### src/rtl/bip_control_unit_pkg.sv
// bip_pkg: shared opcodes, encodings, widths and control bundle for the BIP1 fetch/decode stage
package bip_pkg;
  localparam int INSTR_W = 16;
  localparam int OPCODE_W = 5;
  localparam int OPERAND_W = 11;
  localparam int CYCLES_W = 16;
  localparam logic [OPCODE_W-1:0] OP_HLT = 5'b00000;
  localparam logic [OPCODE_W-1:0] OP_STO = 5'b00001;
  localparam logic [OPCODE_W-1:0] OP_LD = 5'b00010;
  localparam logic [OPCODE_W-1:0] OP_LDI = 5'b00011;
  localparam logic [OPCODE_W-1:0] OP_ADD = 5'b00100;
  localparam logic [OPCODE_W-1:0] OP_ADDI = 5'b00101;
  localparam logic [OPCODE_W-1:0] OP_SUB = 5'b00110;
  localparam logic [OPCODE_W-1:0] OP_SUBI = 5'b00111;
  localparam logic [1:0] SELA_MEM = 2'b00;
  localparam logic [1:0] SELA_OPR = 2'b01;
  localparam logic [1:0] SELA_ALU = 2'b10;
  typedef enum logic [1:0] {ST_IDLE, ST_RUN, ST_HALT} state_t;
  typedef struct packed {
    logic [1:0] sel_a;
    logic sel_b;
    logic wr_acc;
    logic op;
    logic wr_ram;
    logic rd_ram;
  } ctrl_t;
endpackage

### src/rtl/bip_control_unit_if.sv
// bip_control_unit_if: program-memory and datapath-control bundle of the BIP1 control unit
interface bip_control_unit_if #(
  parameter int NB_INSTR = 16,
  parameter int NB_OPERAND = 11,
  parameter int NB_CYCLES = 16
);
  logic i_start;
  logic [NB_INSTR-1:0] i_instruction;
  logic [NB_OPERAND-1:0] o_pc;
  logic [1:0] o_selA;
  logic o_selB;
  logic o_WrAcc;
  logic o_Op;
  logic o_WrRam;
  logic o_RdRam;
  logic [NB_OPERAND-1:0] o_Operand;
  logic o_halt;
  logic [NB_CYCLES-1:0] o_cycles;
  modport master (
    input i_start, i_instruction,
    output o_pc, o_selA, o_selB, o_WrAcc, o_Op, o_WrRam, o_RdRam, o_Operand, o_halt, o_cycles
  );
  modport slave (
    output i_start, i_instruction,
    input o_pc, o_selA, o_selB, o_WrAcc, o_Op, o_WrRam, o_RdRam, o_Operand, o_halt, o_cycles
  );
endinterface

### src/rtl/bip_control_unit_instr_decoder.sv
// bip_instr_decoder: combinational opcode to datapath control bundle, flags HLT
module bip_instr_decoder import bip_pkg::*; (
  input logic [OPCODE_W-1:0] opcode,
  output ctrl_t ctrl,
  output logic is_halt
);
  // decode table; unknown opcodes fall through as NOP
  always_comb begin
    ctrl = '0;
    is_halt = 1'b0;
    case (opcode)
      OP_HLT: is_halt = 1'b1;
      OP_STO: ctrl = '{SELA_MEM, 1'b0, 1'b0, 1'b0, 1'b1, 1'b0};
      OP_LD: ctrl = '{SELA_MEM, 1'b0, 1'b1, 1'b0, 1'b0, 1'b1};
      OP_LDI: ctrl = '{SELA_OPR, 1'b0, 1'b1, 1'b0, 1'b0, 1'b0};
      OP_ADD: ctrl = '{SELA_ALU, 1'b0, 1'b1, 1'b0, 1'b0, 1'b1};
      OP_ADDI: ctrl = '{SELA_ALU, 1'b1, 1'b1, 1'b0, 1'b0, 1'b0};
      OP_SUB: ctrl = '{SELA_ALU, 1'b0, 1'b1, 1'b1, 1'b0, 1'b1};
      OP_SUBI: ctrl = '{SELA_ALU, 1'b1, 1'b1, 1'b1, 1'b0, 1'b0};
      default: ctrl = '0;
    endcase
  end
endmodule

### src/rtl/bip_control_unit.sv
// bip_control_unit: BIP1 fetch/decode stage with PC, IDLE/RUN/HALT FSM and saturating cycle counter
module bip_control_unit import bip_pkg::*; #(
  parameter int NB_INSTR = INSTR_W,
  parameter int NB_OPCODE = OPCODE_W,
  parameter int NB_OPERAND = OPERAND_W,
  parameter int NB_CYCLES = CYCLES_W
) (
  input logic i_clock,
  input logic i_reset,
  bip_control_unit_if.master bus
);
  state_t state;
  ctrl_t dec;
  logic is_halt;
  logic run;
  bip_instr_decoder u_dec (
    .opcode(bus.i_instruction[NB_INSTR-1 -: NB_OPCODE]),
    .ctrl(dec),
    .is_halt(is_halt)
  );
  assign run = state == ST_RUN;
  assign bus.o_selA = run ? dec.sel_a : SELA_MEM;
  assign bus.o_selB = run & dec.sel_b;
  assign bus.o_WrAcc = run & dec.wr_acc;
  assign bus.o_Op = run & dec.op;
  assign bus.o_WrRam = run & dec.wr_ram;
  assign bus.o_RdRam = run & dec.rd_ram;
  assign bus.o_Operand = bus.i_instruction[NB_OPERAND-1:0];
  // FSM with PC, halt flag and cycle counter; HALT freezes everything until reset
  always_ff @(posedge i_clock or posedge i_reset)
    if (i_reset) begin
      state <= ST_IDLE;
      bus.o_pc <= '0;
      bus.o_cycles <= '0;
      bus.o_halt <= 1'b0;
    end else
      case (state)
        ST_IDLE: state <= bus.i_start ? ST_RUN : ST_IDLE;
        ST_RUN: begin
          state <= is_halt ? ST_HALT : ST_RUN;
          bus.o_halt <= is_halt;
          bus.o_pc <= is_halt ? bus.o_pc : bus.o_pc + 1'b1;
          bus.o_cycles <= &bus.o_cycles ? bus.o_cycles : bus.o_cycles + 1'b1;
        end
        ST_HALT: state <= ST_HALT;
        default: state <= ST_IDLE;
      endcase
endmodule

### src/flat_wrapper.sv
// flat-port wrapper written by rule: the top's interface ports become plain ports
module bip_control_unit_flat import bip_pkg::*;
#(
  parameter int NB_INSTR = INSTR_W,
  parameter int NB_OPCODE = OPCODE_W,
  parameter int NB_OPERAND = OPERAND_W,
  parameter int NB_CYCLES = CYCLES_W
)
  (i_clock, i_reset, bus_i_start, bus_i_instruction, bus_o_pc, bus_o_selA, bus_o_selB, bus_o_WrAcc, bus_o_Op, bus_o_WrRam, bus_o_RdRam, bus_o_Operand, bus_o_halt, bus_o_cycles);
  bip_control_unit_if #(.NB_INSTR(NB_INSTR), .NB_OPERAND(NB_OPERAND), .NB_CYCLES(NB_CYCLES)) bus_i ();
  input logic i_clock;
  input logic i_reset;
  input wire logic [$bits(bus_i.i_start)-1:0] bus_i_start;
  input wire logic [$bits(bus_i.i_instruction)-1:0] bus_i_instruction;
  output wire logic [$bits(bus_i.o_pc)-1:0] bus_o_pc;
  output wire logic [$bits(bus_i.o_selA)-1:0] bus_o_selA;
  output wire logic [$bits(bus_i.o_selB)-1:0] bus_o_selB;
  output wire logic [$bits(bus_i.o_WrAcc)-1:0] bus_o_WrAcc;
  output wire logic [$bits(bus_i.o_Op)-1:0] bus_o_Op;
  output wire logic [$bits(bus_i.o_WrRam)-1:0] bus_o_WrRam;
  output wire logic [$bits(bus_i.o_RdRam)-1:0] bus_o_RdRam;
  output wire logic [$bits(bus_i.o_Operand)-1:0] bus_o_Operand;
  output wire logic [$bits(bus_i.o_halt)-1:0] bus_o_halt;
  output wire logic [$bits(bus_i.o_cycles)-1:0] bus_o_cycles;
  assign bus_i.i_start = bus_i_start;
  assign bus_i.i_instruction = bus_i_instruction;
  assign bus_o_pc = bus_i.o_pc;
  assign bus_o_selA = bus_i.o_selA;
  assign bus_o_selB = bus_i.o_selB;
  assign bus_o_WrAcc = bus_i.o_WrAcc;
  assign bus_o_Op = bus_i.o_Op;
  assign bus_o_WrRam = bus_i.o_WrRam;
  assign bus_o_RdRam = bus_i.o_RdRam;
  assign bus_o_Operand = bus_i.o_Operand;
  assign bus_o_halt = bus_i.o_halt;
  assign bus_o_cycles = bus_i.o_cycles;
  bip_control_unit #(.NB_INSTR(NB_INSTR), .NB_OPCODE(NB_OPCODE), .NB_OPERAND(NB_OPERAND), .NB_CYCLES(NB_CYCLES)) u_core (.i_clock(i_clock), .i_reset(i_reset), .bus(bus_i));
endmodule
### config.mk
export PLATFORM = sky130hd
export DESIGN_NAME = bip_control_unit_flat
export DESIGN_NICKNAME = d
export VERILOG_FILES = /design/src/rtl/bip_control_unit_pkg.sv /design/src/rtl/bip_control_unit_if.sv /design/src/rtl/bip_control_unit_instr_decoder.sv /design/src/rtl/bip_control_unit.sv /design/src/flat_wrapper.sv
export SDC_FILE = /design/constraint.sdc
export NUM_CORES = 1
export LEC_CHECK = 0
export CELL_PAD_IN_SITES_DETAIL_PLACEMENT = 1
export CELL_PAD_IN_SITES_GLOBAL_PLACEMENT = 2
export CORE_MARGIN = 5
export CORE_UTILIZATION = 25
export CTS_CLUSTER_SIZE = 10
export DETAILED_ROUTE_END_ITERATION = 10
export PLACE_DENSITY = 0.87
export SETUP_SLACK_MARGIN = 0.3
export SYNTH_ARGS = -nofsm -noshare
export SYNTH_HDL_FRONTEND = slang
export SYNTH_SLANG_ARGS = --single-unit
### constraint.sdc
create_clock -name i_clock -period 1.83 [get_ports i_clock]
set_clock_uncertainty 0.05 [all_clocks]
set_input_delay 0.366 -clock i_clock [delete_from_list [all_inputs] [get_ports i_clock]]
set_output_delay 0.366 -clock i_clock [all_outputs]
set_load 0.01 [all_outputs]
==> results.json, run 1 <==
{
  "drt.antenna.violating_nets": 0,
  "yosys-top-cells-area": "sky130_fd_sc_hd__dfrtp_1, sky130_fd_sc_hd__xor2_1, sky130_fd_sc_hd__buf_4",
  "finish.instance_area_um2": 2820,
  "vdd_ir_drop_max_mv": 0.655,
  "synth_fp_nets": 172,
  "seq_area_frac_synth_pct": 48.2,
  "synthesis.yosys.warnings": 0,
  "timing.max_slew.rel_slack_pct": 69.7,
  "ctsHtreeMaxLevel": 2,
  "tritoncts_clock_tree": "built",
  "grt_max_degree": 31,
  "worstHoldEndpoint": "u_core.bus.o_pc[10]$_DFFE_PP0P_",
  "drive_gt1_share_pct": 52.0,
  "post_synth_instance_area_um2": 1560,
  "ys_seq_elements": 30,
  "grt.total_usage_pct": 13.7,
  "worstRegToRegCells": 8,
  "worstPathMaxFanout": 3,
  "worst-endpoint-required_ns": 1.41,
  "dr_total_vias": 1489,
  "cp-end-kind": "output port",
  "area.sequential_um2": 762,
  "met1_usage_pct": 14.7,
  "core.rowCount": 28,
  "drt_first_iter_violations": 25,
  "timing.fmax_mhz": 528,
  "total_power_mw": 3.11,
  "arrival_time_at_the_worst_endpoint_ns": 1.48,
  "global_route.usage.met2_pct": 25.7,
  "timing.final.crit_share_pct": 104,
  "synth_top_cells_by_count": "sky130_fd_sc_hd__dfrtp_1, sky130_fd_sc_hd__xor2_1, sky130_fd_sc_hd__buf_4, sky130_fd_sc_hd__nand3_1, sky130_fd_sc_hd__nor2_1",
  "first_global_vias": 1698,
  "remaining_routing_drc_violations": 0,
  "power_leakage_nw": 1.42,
  "violations_in_the_final_reports": "setup timing",
  "regToRegStartpoint": "u_core.state[0]$_DFF_PP0_",
  "fin_setup_tns_ns": -0.183,
  "multi_input_area_um2": 1030,
  "routed_wire_length_per_instance_um": 16.3,
  "initial_utilization_pct": 26.0,
  "ys_async_sr_fraction_pct": 100,
  "clkSinkCount": 30,
  "nNetsFinal": 264,
  "finalMaxSlewViolations": 0,
  "vias_per_cell": 4.67,
  "yosysMostFrequentCell": "sky130_fd_sc_hd__dfrtp_1",
  "rsz_0062_raised_after_global_routing": "yes",
  "run_status": "complete, but fails checks",
  "worst-r2r-setup-slack_ns": 0.13,
  "post_cts_hold_buffer_count": 0,
  "global_route.usage.met3_pct": 4.06,
  "dieHeight_um": 89.0,
  "routed_wirelength_mm": 5.20,
  "postSynthAreaPerCell_um2": 10.3,
  "floorplan.core_area_um2": 5990,
  "dp.final_hpwl_mm": 3.09,
  "io-pin-count": 65,
  "synth_top_cell_area_share_pct": 48.2,
  "synthToLayoutAreaGrowth_pct": 81.1,
  "globalRoute.totalOverflow": 0,
  "insertedDiodeCount": 0,
  "worstMarginPinSlew_ns": 0.450,
  "period_needed_ns": 1.90,
  "floorplan.die.width_um": 89.0,
  "clkTransAtPathRegs_ns": 0.07,
  "number_of_flops_mapped_to_enable_cells_by_yosys": 0,
  "io_buffer_count": 42,
  "netlist-cell-type-count": 38,
  "number_of_hold_slack_violations_in_the_final_timing_report": 0,
  "worst_hold_path_type": "flop to flop",
  "antenna_found_initial": 0,
  "final-setup-viol-count": 4,
  "top_usage_layer": "met2",
  "root_buffer": "sky130_fd_sc_hd__clkbuf_8",
  "post-place-ws_ns": -0.549,
  "clockBufferDepth": 2,
  "worstSetupStartpointType": "flop",
  "ys_dominant_reg_cell": "sky130_fd_sc_hd__dfrtp_1",
  "grt_pass1_wl_mm": 8.30,
  "die_area_um2": 7920,
  "detailedRoute.firstPassIterationCount": 3,
  "post-synth-top-area-cell": "sky130_fd_sc_hd__dfrtp_1",
  "reg2reg_to": "u_core.bus.o_pc[5]$_DFFE_PP0P_",
  "fillers": 638,
  "finalWeightedCongestion": 0.723,
  "worst_skew_pair.late_latency_ns": 0.28,
  "holdPathStages": 1,
  "cts_inserted_buffers": 5,
  "cellPowerDensity_nw_per_um2": 1100,
  "max-cap-violations": 0,
  "min_from": "u_core.bus.o_pc[10]$_DFFE_PP0P_",
  "placement.cell_area_um2": 2180,
  "critical_path_type": "flop to output port",
  "postLayoutSetupSlackWorst_ns": -0.0652,
  "netlist_instances": 151
}
[cell families after synthesis]
| family | after synthesis | synth area share, % |
|---|---|---|
| adder cells (fa/ha/maj) | 2 | 1.60 |
| buffers and inverters | 16 | 6.58 |
| AND/OR/NAND/NOR | 65 | 24.6 |
| flip-flops | 30 | 48.2 |
| AO/OA/AOI/OAI | 16 | 6.34 |
| multiplexers | 3 | 2.09 |
| XOR/XNOR | 19 | 10.7 |
[timing repair]
item                                   CTS  global route
setup endpoints to repair               60            32
buffers inserted                        29             9
endpoints found under the hold margin    0             0
pin swaps                               25            13
gates cloned                             0             0
gates resized for setup                124            24
[per-stage QoR]
stage	hold WS [ns]	utilization [%]	cells
2_1_floorplan	0.391	-	151
4_1_cts	0.412	44.7	310
5_1_grt	0.438	47.1	319
3_3_place_gp	0.408	36.4	273
3_5_place_dp	0.407	36.4	273
6_report	0.407	47.1	319
[report_power, final]
part           switching, mW  total [mW]  internal [mW]  leakage [nW]
registers              0.230        1.08          0.846         0.374
clock network          0.262       0.642          0.380        0.0575
logic                  0.661        1.40          0.735         0.988
total                   1.15        3.11           1.96          1.42
[how the worst max path moves through the flow]
stage / startpoint / endpoint / slack, ns / cells past startpoint
after floorplan: u_core.bus.o_cycles[4]$_DFFE_PP0P_ / u_core.bus.o_cycles[15]$_DFFE_PP0P_ / 0.28 / 4
after global placement: bus_i_instruction[14] / bus_o_RdRam / -0.48 / 5
after detailed placement: bus_i_instruction[14] / bus_o_RdRam / -0.55 / 5
after CTS: u_core.state[1]$_DFF_PP0_ / bus_o_RdRam / -0.13 / 6
after global routing: u_core.state[1]$_DFF_PP0_ / bus_o_WrRam / -0.16 / 5
final: u_core.state[1]$_DFF_PP0_ / bus_o_WrRam / -0.07 / 5
[placed cells by master, fill, tap and decap left out, drive strengths merged, types with 2 or more instances in the layout]
cell,Yosys,final
dlygate4sd2,0,25
nor3,8,8
dfrtp,30,30
and3,6,6
clkbuf,0,11
buf,12,64
inv,4,4
clkdlybuf4s15,0,3
nand4,6,6
xor2,15,15
mux2,2,2
xnor2,4,4
nor2,10,10
nor4,5,5
ha,2,2
o21ai,3,3
or3,2,2
nand3,11,11
a21oi,6,6
nand2,8,8
and2,2,2
clkdlybuf4s50,0,2
o21a,3,3
[flip-flops by register name, indices dropped and copies added (netlist names)]
signal / count
u_core.state: 2
u_core.bus.o_cycles: 16
u_core.bus.o_halt: 1
u_core.bus.o_pc: 11
[worst max-delay path, cell delays in order (launching register included)]
cell and delay [ns]:
sky130_fd_sc_hd__dfrtp_1 0.38, sky130_fd_sc_hd__nand2b_4 0.15, sky130_fd_sc_hd__nor3_4 0.17, sky130_fd_sc_hd__buf_6 0.13, sky130_fd_sc_hd__nor4bb_4 0.19, sky130_fd_sc_hd__buf_2 0.17
[cell type report]
cell class	count	area share, %
Clock buffer	8	3.90
Inverter	4	0.532
Tap cell	75	3.32
Multi-Input combinational cell	105	36.3
Sequential cell	30	27.0
Timing Repair Buffer	97	28.9
[layer usage]
layer  up-vias  part of all wire, %
met5         -                    0
met4         0                  1.3
met3         9                  3.4
met2        29                   58
met1       741                   38
li1        710                    -
Note: power is estimated with default switching activity, not from simulation.
==> run 2: changes to the inputs <==
--- a/config.mk
+++ b/config.mk
@@ -8,10 +8,10 @@
 export CELL_PAD_IN_SITES_DETAIL_PLACEMENT = 1
 export CELL_PAD_IN_SITES_GLOBAL_PLACEMENT = 2
 export CORE_MARGIN = 5
-export CORE_UTILIZATION = 25
+export CORE_UTILIZATION = 27
 export CTS_CLUSTER_SIZE = 10
 export DETAILED_ROUTE_END_ITERATION = 10
-export PLACE_DENSITY = 0.87
+export PLACE_DENSITY = 0.93
 export SETUP_SLACK_MARGIN = 0.3
 export SYNTH_ARGS = -nofsm -noshare
 export SYNTH_HDL_FRONTEND = slang
==> constraint.sdc (replaced) <==
create_clock -name i_clock -period 2.2 [get_ports i_clock]
set_clock_uncertainty 0.05 [all_clocks]
set_input_delay 0.44 -clock i_clock [delete_from_list [all_inputs] [get_ports i_clock]]
set_output_delay 0.44 -clock i_clock [all_outputs]
set_load 0.01 [all_outputs]
==> run 2 against run 1 <==
Utilization is 6.6 points lower. Largest cell class unchanged. Clock power is 12% lower. The flow now finishes without violations. Register-to-register slack gained 0.25 ns.
==> results.json, run 2 (synthesis results as in run 1) <==
{
  "remaining_routing_drc_violations": 0,
  "cts_inserted_buffers": 5,
  "cell_internal_pwr_mw": 1.48,
  "worst_skew_pair.late_latency_ns": 0.28,
  "vdd_ir_drop_max_mv": 0.509,
  "grt_max_degree": 12,
  "cellPowerDensity_nw_per_um2": 994,
  "fin_util_pct": 40.5,
  "timing.max_slew.rel_slack_pct": 71.1,
  "clockBufferDepth": 2,
  "run_status": "complete, no violations",
  "clkSinkCount": 30,
  "io-pin-count": 65,
  "synthToLayoutAreaGrowth_pct": 44.8,
  "final-setup-viol-count": 0,
  "worst-r2r-setup-slack_ns": 0.38,
  "worstPathMaxFanout": 6,
  "finish.instance_area_um2": 2260,
  "period_needed_ns": 1.93,
  "antenna_found_initial": 0,
  "dp.final_hpwl_mm": 3.01,
  "timing.critical_path.buf_inv": 2,
  "max-cap-violations": 0,
  "registers.top_by_ff_count": "u_core.bus.o_cycles",
  "number_of_hold_slack_violations_in_the_final_timing_report": 0,
  "detailedRoute.firstPassIterationCount": 3,
  "power_switching_mw": 0.763,
  "placement.cell_area_um2": 2080,
  "dieHeight_um": 86.0,
  "floorplan.die.width_um": 86.0,
  "timing.critical_path.slowest_stage_cell": "sky130_fd_sc_hd__dfrtp_1",
  "reg_top3": "u_core.bus.o_cycles (16), u_core.bus.o_pc (11), u_core.state (2)",
  "largest_reg_flops": 16,
  "critical_path.max_stage_delay_ns": 0.37,
  "cp-end-kind": "output port",
  "nNetsFinal": 224,
  "routed_wire_length_per_instance_um": 15.3,
  "worstMarginPinSlew_ns": 0.430,
  "hold_slack_ns": 0.388,
  "floorplan.core_area_um2": 5570,
  "critical_path_type": "flop to output port",
  "timing.final.crit_share_pct": 87.6,
  "first_global_vias": 1399,
  "drt_first_iter_violations": 25,
  "path_cells": "nand2b_4 > nor3_2 > buf_4 > and2_4 > nor2b_1 > buf_2",
  "highest_count_cells_in_the_layout_ignoring_fill_and_taps": "sky130_fd_sc_hd__clkdlybuf4s50_1, sky130_fd_sc_hd__dfrtp_1, sky130_fd_sc_hd__xor2_1, sky130_fd_sc_hd__buf_4, sky130_fd_sc_hd__nor2_1",
  "io_buffer_count": 42,
  "p_comb_share_pct": 34.9,
  "insertedDiodeCount": 0,
  "seqPwrFrac_pct": 39.9,
  "power_leakage_nw": 1.04,
  "finalMaxSlewViolations": 0,
  "drt.antenna.violating_nets": 0,
  "post_cts_hold_buffer_count": 0,
  "clkPwrFrac_pct": 25.2,
  "arrival_time_at_the_worst_endpoint_ns": 1.44,
  "clkTransAtPathRegs_ns": 0.06,
  "globalRoute.totalOverflow": 0,
  "core.rowCount": 27,
  "worst-endpoint-required_ns": 1.71,
  "rsz_0062_raised_after_global_routing": "yes",
  "ctsHtreeMaxLevel": 2,
  "grt_pass1_wl_mm": 6.73,
  "root_buffer": "sky130_fd_sc_hd__clkbuf_8",
  "finalWeightedCongestion": 0.725,
  "timing.fmax_mhz": 519,
  "die_area_um2": 7390,
  "dr_total_vias": 1327,
  "drive_gt1_share_pct": 22.2,
  "vias_per_cell": 4.83,
  "path_delay_family": "simple AND/OR/NAND/NOR gates",
  "grt.total_usage_pct": 11.5,
  "initial_utilization_pct": 28.0,
  "tritoncts_clock_tree": "built",
  "power.share.switching_pct": 34.0,
  "fin_setup_tns_ns": 0,
  "routed_wirelength_mm": 4.20,
  "worstSetupStartpointType": "flop",
  "worst_hold_path_type": "primary input to asynchronous set/reset pin"
}
==> run 2: path summary, 6_finish.rpt <==
| kind | start | end | cells past startpoint |
|---|---|---|---|
| setup / recovery | u_core.state[1]$_DFF_PP0_ | bus_o_RdRam | 6 |
| hold / removal | i_reset | u_core.bus.o_cycles[4]$_DFFE_PP0P_ | 2 |
| setup reg to reg | u_core.bus.o_cycles[0]$_DFFE_PP0P_ | u_core.bus.o_cycles[1]$_DFFE_PP0P_ | 5 |
| hold reg to reg | u_core.bus.o_pc[10]$_DFFE_PP0P_ | u_core.bus.o_pc[10]$_DFFE_PP0P_ | 1 |
| max in group asynchronous | i_reset | u_core.bus.o_cycles[14]$_DFFE_PP0P_ | 3 |
| min in group i_clock | u_core.bus.o_pc[10]$_DFFE_PP0P_ | u_core.bus.o_pc[10]$_DFFE_PP0P_ | 1 |
==> run 2: metal layers <==
metal,vias up,wire (µm),GRT usage [%]
met4,0,87,4.46
li1,629,-,-
met1,656,1650,12.7
met3,10,281,4.42
met5,-,0,0
met2,32,2180,19.8
==> run 2: layout make-up <==
cell class,instances,area [µm²]
fillers,627,3320
multi-input cells,105,793
flip-flops and latches,30,751
repair buffers,57,495
well taps,72,90.1
clock buffers,6,82.6
clock inverters,1,30.0
inverters,4,15.0
==> run 2: timing repair <==
item	in CTS	in global routing
setup endpoints to repair	8	13
endpoints found under the hold margin	0	0
pin swaps	4	2
setup buffers	1	2
gates resized for setup	36	10
==> run 2: per-stage QoR <==
stage	power (mW)	std cells	setup slack, ns
finish	2.24	275	0.274
detailed placement	1.65	265	-0.351
global route	2.39	275	0.201
floorplan	1.24	151	0.353
global placement	1.63	265	-0.327
CTS	2.25	273	0.191
==> run 2: power by group through the flow <==
stage	Clock, mW	Combinational, mW	Sequential, mW
4_1_cts	0.581	0.779	0.886
5_1_grt	0.599	0.857	0.929
6_report	0.565	0.783	0.895
3_3_place_gp	0	0.744	0.881
3_5_place_dp	0	0.763	0.888
2_1_floorplan	0	0.327	0.917
==> run 2: worst register-to-register path: stages, from the launching register on <==
cell and delay (ns):
sky130_fd_sc_hd__dfrtp_1 0.45, sky130_fd_sc_hd__ha_1 0.27, sky130_fd_sc_hd__nand2_1 0.21, sky130_fd_sc_hd__nor2_1 0.10, sky130_fd_sc_hd__a21oi_1 0.26, sky130_fd_sc_hd__mux2_2 0.37
==> run 3: changes to the inputs <==
--- a/config.mk
+++ b/config.mk
@@ -8,10 +8,10 @@
 export CELL_PAD_IN_SITES_DETAIL_PLACEMENT = 1
 export CELL_PAD_IN_SITES_GLOBAL_PLACEMENT = 2
 export CORE_MARGIN = 5
-export CORE_UTILIZATION = 27
+export CORE_UTILIZATION = 25
 export CTS_CLUSTER_SIZE = 10
 export DETAILED_ROUTE_END_ITERATION = 10
-export PLACE_DENSITY = 0.93
+export PLACE_DENSITY = 0.87
 export SETUP_SLACK_MARGIN = 0.3
 export SYNTH_ARGS = -nofsm -noshare
 export SYNTH_HDL_FRONTEND = slang
==> constraint.sdc (replaced) <==
create_clock -name i_clock -period 1.94 [get_ports i_clock]
set_clock_uncertainty 0.05 [all_clocks]
set_input_delay 0.388 -clock i_clock [delete_from_list [all_inputs] [get_ports i_clock]]
set_output_delay 0.388 -clock i_clock [all_outputs]
set_load 0.01 [all_outputs]
==> run 3 against run 2 <==
Register-to-register slack lost 0.20 ns. Sequential power grew 9.8%. Non-clock buffer count grew 33. Hold slack gained 0.026 ns. Critical endpoint is now bus_o_Op. Sequential share of layout area shrank 5.6 points. Largest cell class unchanged.
==> results.json, run 3 (synthesis results as in run 1) <==
{
  "run_status": "complete, no violations",
  "routed_wirelength_mm": 5.17,
  "crit_end": "bus_o_Op",
  "timing.max_slew.rel_slack_pct": 55.3,
  "die_area_um2": 7920,
  "worst-endpoint-required_ns": 1.50,
  "floorplan.die.width_um": 89.0,
  "vias_per_cell": 4.73,
  "place_inst": 271,
  "insertedDiodeCount": 0,
  "cellPowerDensity_nw_per_um2": 1000,
  "ctsHtreeMaxLevel": 2,
  "reg_top3": "u_core.bus.o_cycles (16), u_core.bus.o_pc (11), u_core.state (2)",
  "clkTransAtPathRegs_ns": 0.06,
  "cp_common_cell": "sky130_fd_sc_hd__buf_6",
  "worstMarginPinSlew_ns": 0.664,
  "worst-r2r-setup-slack_ns": 0.18,
  "grt_pass1_wl_mm": 7.67,
  "commonest_non_fill_non_tap_cell_in_the_layout": "sky130_fd_sc_hd__buf_4",
  "vdd_ir_drop_max_mv": 0.572,
  "dr_total_vias": 1475,
  "reg2reg_to": "u_core.bus.o_cycles[13]$_DFFE_PP0P_",
  "power_leakage_nw": 1.45,
  "final-instance-count-excl-fill": 312,
  "highest_count_cells_in_the_layout_ignoring_fill_and_taps": "sky130_fd_sc_hd__buf_4, sky130_fd_sc_hd__dfrtp_1, sky130_fd_sc_hd__dlygate4sd2_1",
  "drt.antenna.violating_nets": 0,
  "floorplan.core_area_um2": 5990,
  "finalWeightedCongestion": 0.699,
  "finish.instance_area_um2": 2750,
  "fin_util_pct": 45.8,
  "regToRegStartpoint": "u_core.state[1]$_DFF_PP0_",
  "dp.final_hpwl_mm": 3.11,
  "worst_skew_pair.late_latency_ns": 0.28,
  "clockBufferDepth": 2,
  "path_delay_family": "simple AND/OR/NAND/NOR gates",
  "clkSinkCount": 30,
  "dieHeight_um": 89.0,
  "drt_first_iter_violations": 74,
  "drive_gt1_share_pct": 46.0,
  "number_of_hold_slack_violations_in_the_final_timing_report": 0,
  "placement.cell_area_um2": 2120,
  "remaining_routing_drc_violations": 0,
  "worstPathMaxFanout": 4,
  "worst_hold_path_type": "flop to flop",
  "finalMaxSlewViolations": 0,
  "nNetsFinal": 257,
  "post_cts_hold_buffer_count": 0,
  "timing.critical_path.buf_inv": 3,
  "cp-end-kind": "output port",
  "worstSetupStartpointType": "flop",
  "final-setup-viol-count": 0,
  "registers.top_by_ff_count": "u_core.bus.o_cycles",
  "timing.critical_path.slowest_stage_cell": "sky130_fd_sc_hd__dfrtp_1",
  "total_power_mw": 2.76,
  "initial_utilization_pct": 26.0,
  "io_buffer_count": 42,
  "max-cap-violations": 0,
  "critical_path_cell_count": 6,
  "first_global_vias": 1550,
  "largest_reg_flops": 16,
  "worstRegToRegCells": 7,
  "path_cells": "nand2b_4 > nor3_4 > buf_6 > buf_6 > and3_4 > buf_6",
  "root_buffer": "sky130_fd_sc_hd__clkbuf_8",
  "period_needed_ns": 1.89,
  "globalRoute.totalOverflow": 0,
  "arrival_time_at_the_worst_endpoint_ns": 1.45,
  "cts_inserted_buffers": 5,
  "critical_path_type": "flop to output port",
  "synthToLayoutAreaGrowth_pct": 76.2,
  "holdPathStages": 1,
  "post-place-ws_ns": -0.560,
  "grt_max_degree": 31,
  "tritoncts_clock_tree": "built",
  "core.rowCount": 28,
  "antenna_found_initial": 0,
  "postLayoutSetupSlackWorst_ns": 0.0478,
  "grt.total_usage_pct": 12.7,
  "setup.worst_path.start": "u_core.state[1]$_DFF_PP0_",
  "timing.final.crit_share_pct": 97.5,
  "timing.fmax_mhz": 528,
  "routed_wire_length_per_instance_um": 16.6,
  "rsz_0062_raised_after_global_routing": "yes",
  "detailedRoute.firstPassIterationCount": 4,
  "critical_path.max_stage_delay_ns": 0.38,
  "io-pin-count": 65
}
==> run 3: cell count changes in the layout (fill, tap and decap cells not counted), moves of 8 or more <==
| cell | before | now |
|---|---|---|
| sky130_fd_sc_hd__clkdlybuf4s50_1 | 30 | 2 |
| sky130_fd_sc_hd__buf_4 | 15 | 36 |
| sky130_fd_sc_hd__dlygate4sd2_1 | 4 | 22 |
| sky130_fd_sc_hd__buf_6 | 0 | 16 |
| sky130_fd_sc_hd__dlymetal6s2s_1 | 1 | 9 |
==> run 3: what timing repair did <==
item	CTS	global route
pin swaps	13	21
gates resized for setup	100	40
setup buffers	22	10
setup endpoints to repair	57	35
gates cloned	1	0
==> run 3: final cells by class <==
cell class	count	area, µm²
sequential	30	759
multi-input combinational	105	986
timing repair buffer	90	801
clock inverter	1	5.00
clock buffer	7	86.3
inverter	4	15.0
tap	75	93.8
fill	666	3240
==> run 3: how the worst min path moves through the flow <==
stage / from / to / slack (ns)
after floorplan: u_core.state[1]$_DFF_PP0_ / u_core.state[0]$_DFF_PP0_ / 0.38
final: u_core.bus.o_pc[10]$_DFFE_PP0P_ / u_core.bus.o_pc[10]$_DFFE_PP0P_ / 0.41
after global routing: u_core.bus.o_pc[10]$_DFFE_PP0P_ / u_core.bus.o_pc[10]$_DFFE_PP0P_ / 0.44
after CTS: u_core.bus.o_pc[10]$_DFFE_PP0P_ / u_core.bus.o_pc[10]$_DFFE_PP0P_ / 0.42
after global placement: u_core.bus.o_pc[10]$_DFFE_PP0P_ / u_core.bus.o_pc[10]$_DFFE_PP0P_ / 0.41
after detailed placement: u_core.bus.o_pc[10]$_DFFE_PP0P_ / u_core.bus.o_pc[10]$_DFFE_PP0P_ / 0.41
==> run 3: layer usage <==
metal	vias to the layer above	track usage (%)	wire length (µm)
met2	47	22.6	2830
li1	699	-	-
met3	7	3.32	244
met5	-	0	0
met1	722	15.1	2040
met4	0	3.52	61
==> run 3: power by group <==
part	switching, mW	internal (mW)
logic	0.613	0.644
clock network	0.233	0.286
registers	0.183	0.800
==> run 3: stage by stage <==
stage | hold slack (ns) | setup TNS, ns
after floorplan | 0.382 | 0
after global placement | 0.407 | -3.88
after detailed placement | 0.415 | -4.61
after CTS | 0.423 | -0.0435
after global routing | 0.438 | -0.0924
final | 0.413 | 0
==> run 3: worst register-to-register path, cell delays in order (launching register included) <==
cell and delay [ns]:
sky130_fd_sc_hd__dfrtp_1 0.38, sky130_fd_sc_hd__buf_4 0.14, sky130_fd_sc_hd__buf_6 0.11, sky130_fd_sc_hd__and2b_2 0.28, sky130_fd_sc_hd__nand4_4 0.21, sky130_fd_sc_hd__buf_6 0.19, sky130_fd_sc_hd__nor3_4 0.17, sky130_fd_sc_hd__xor2_1 0.17
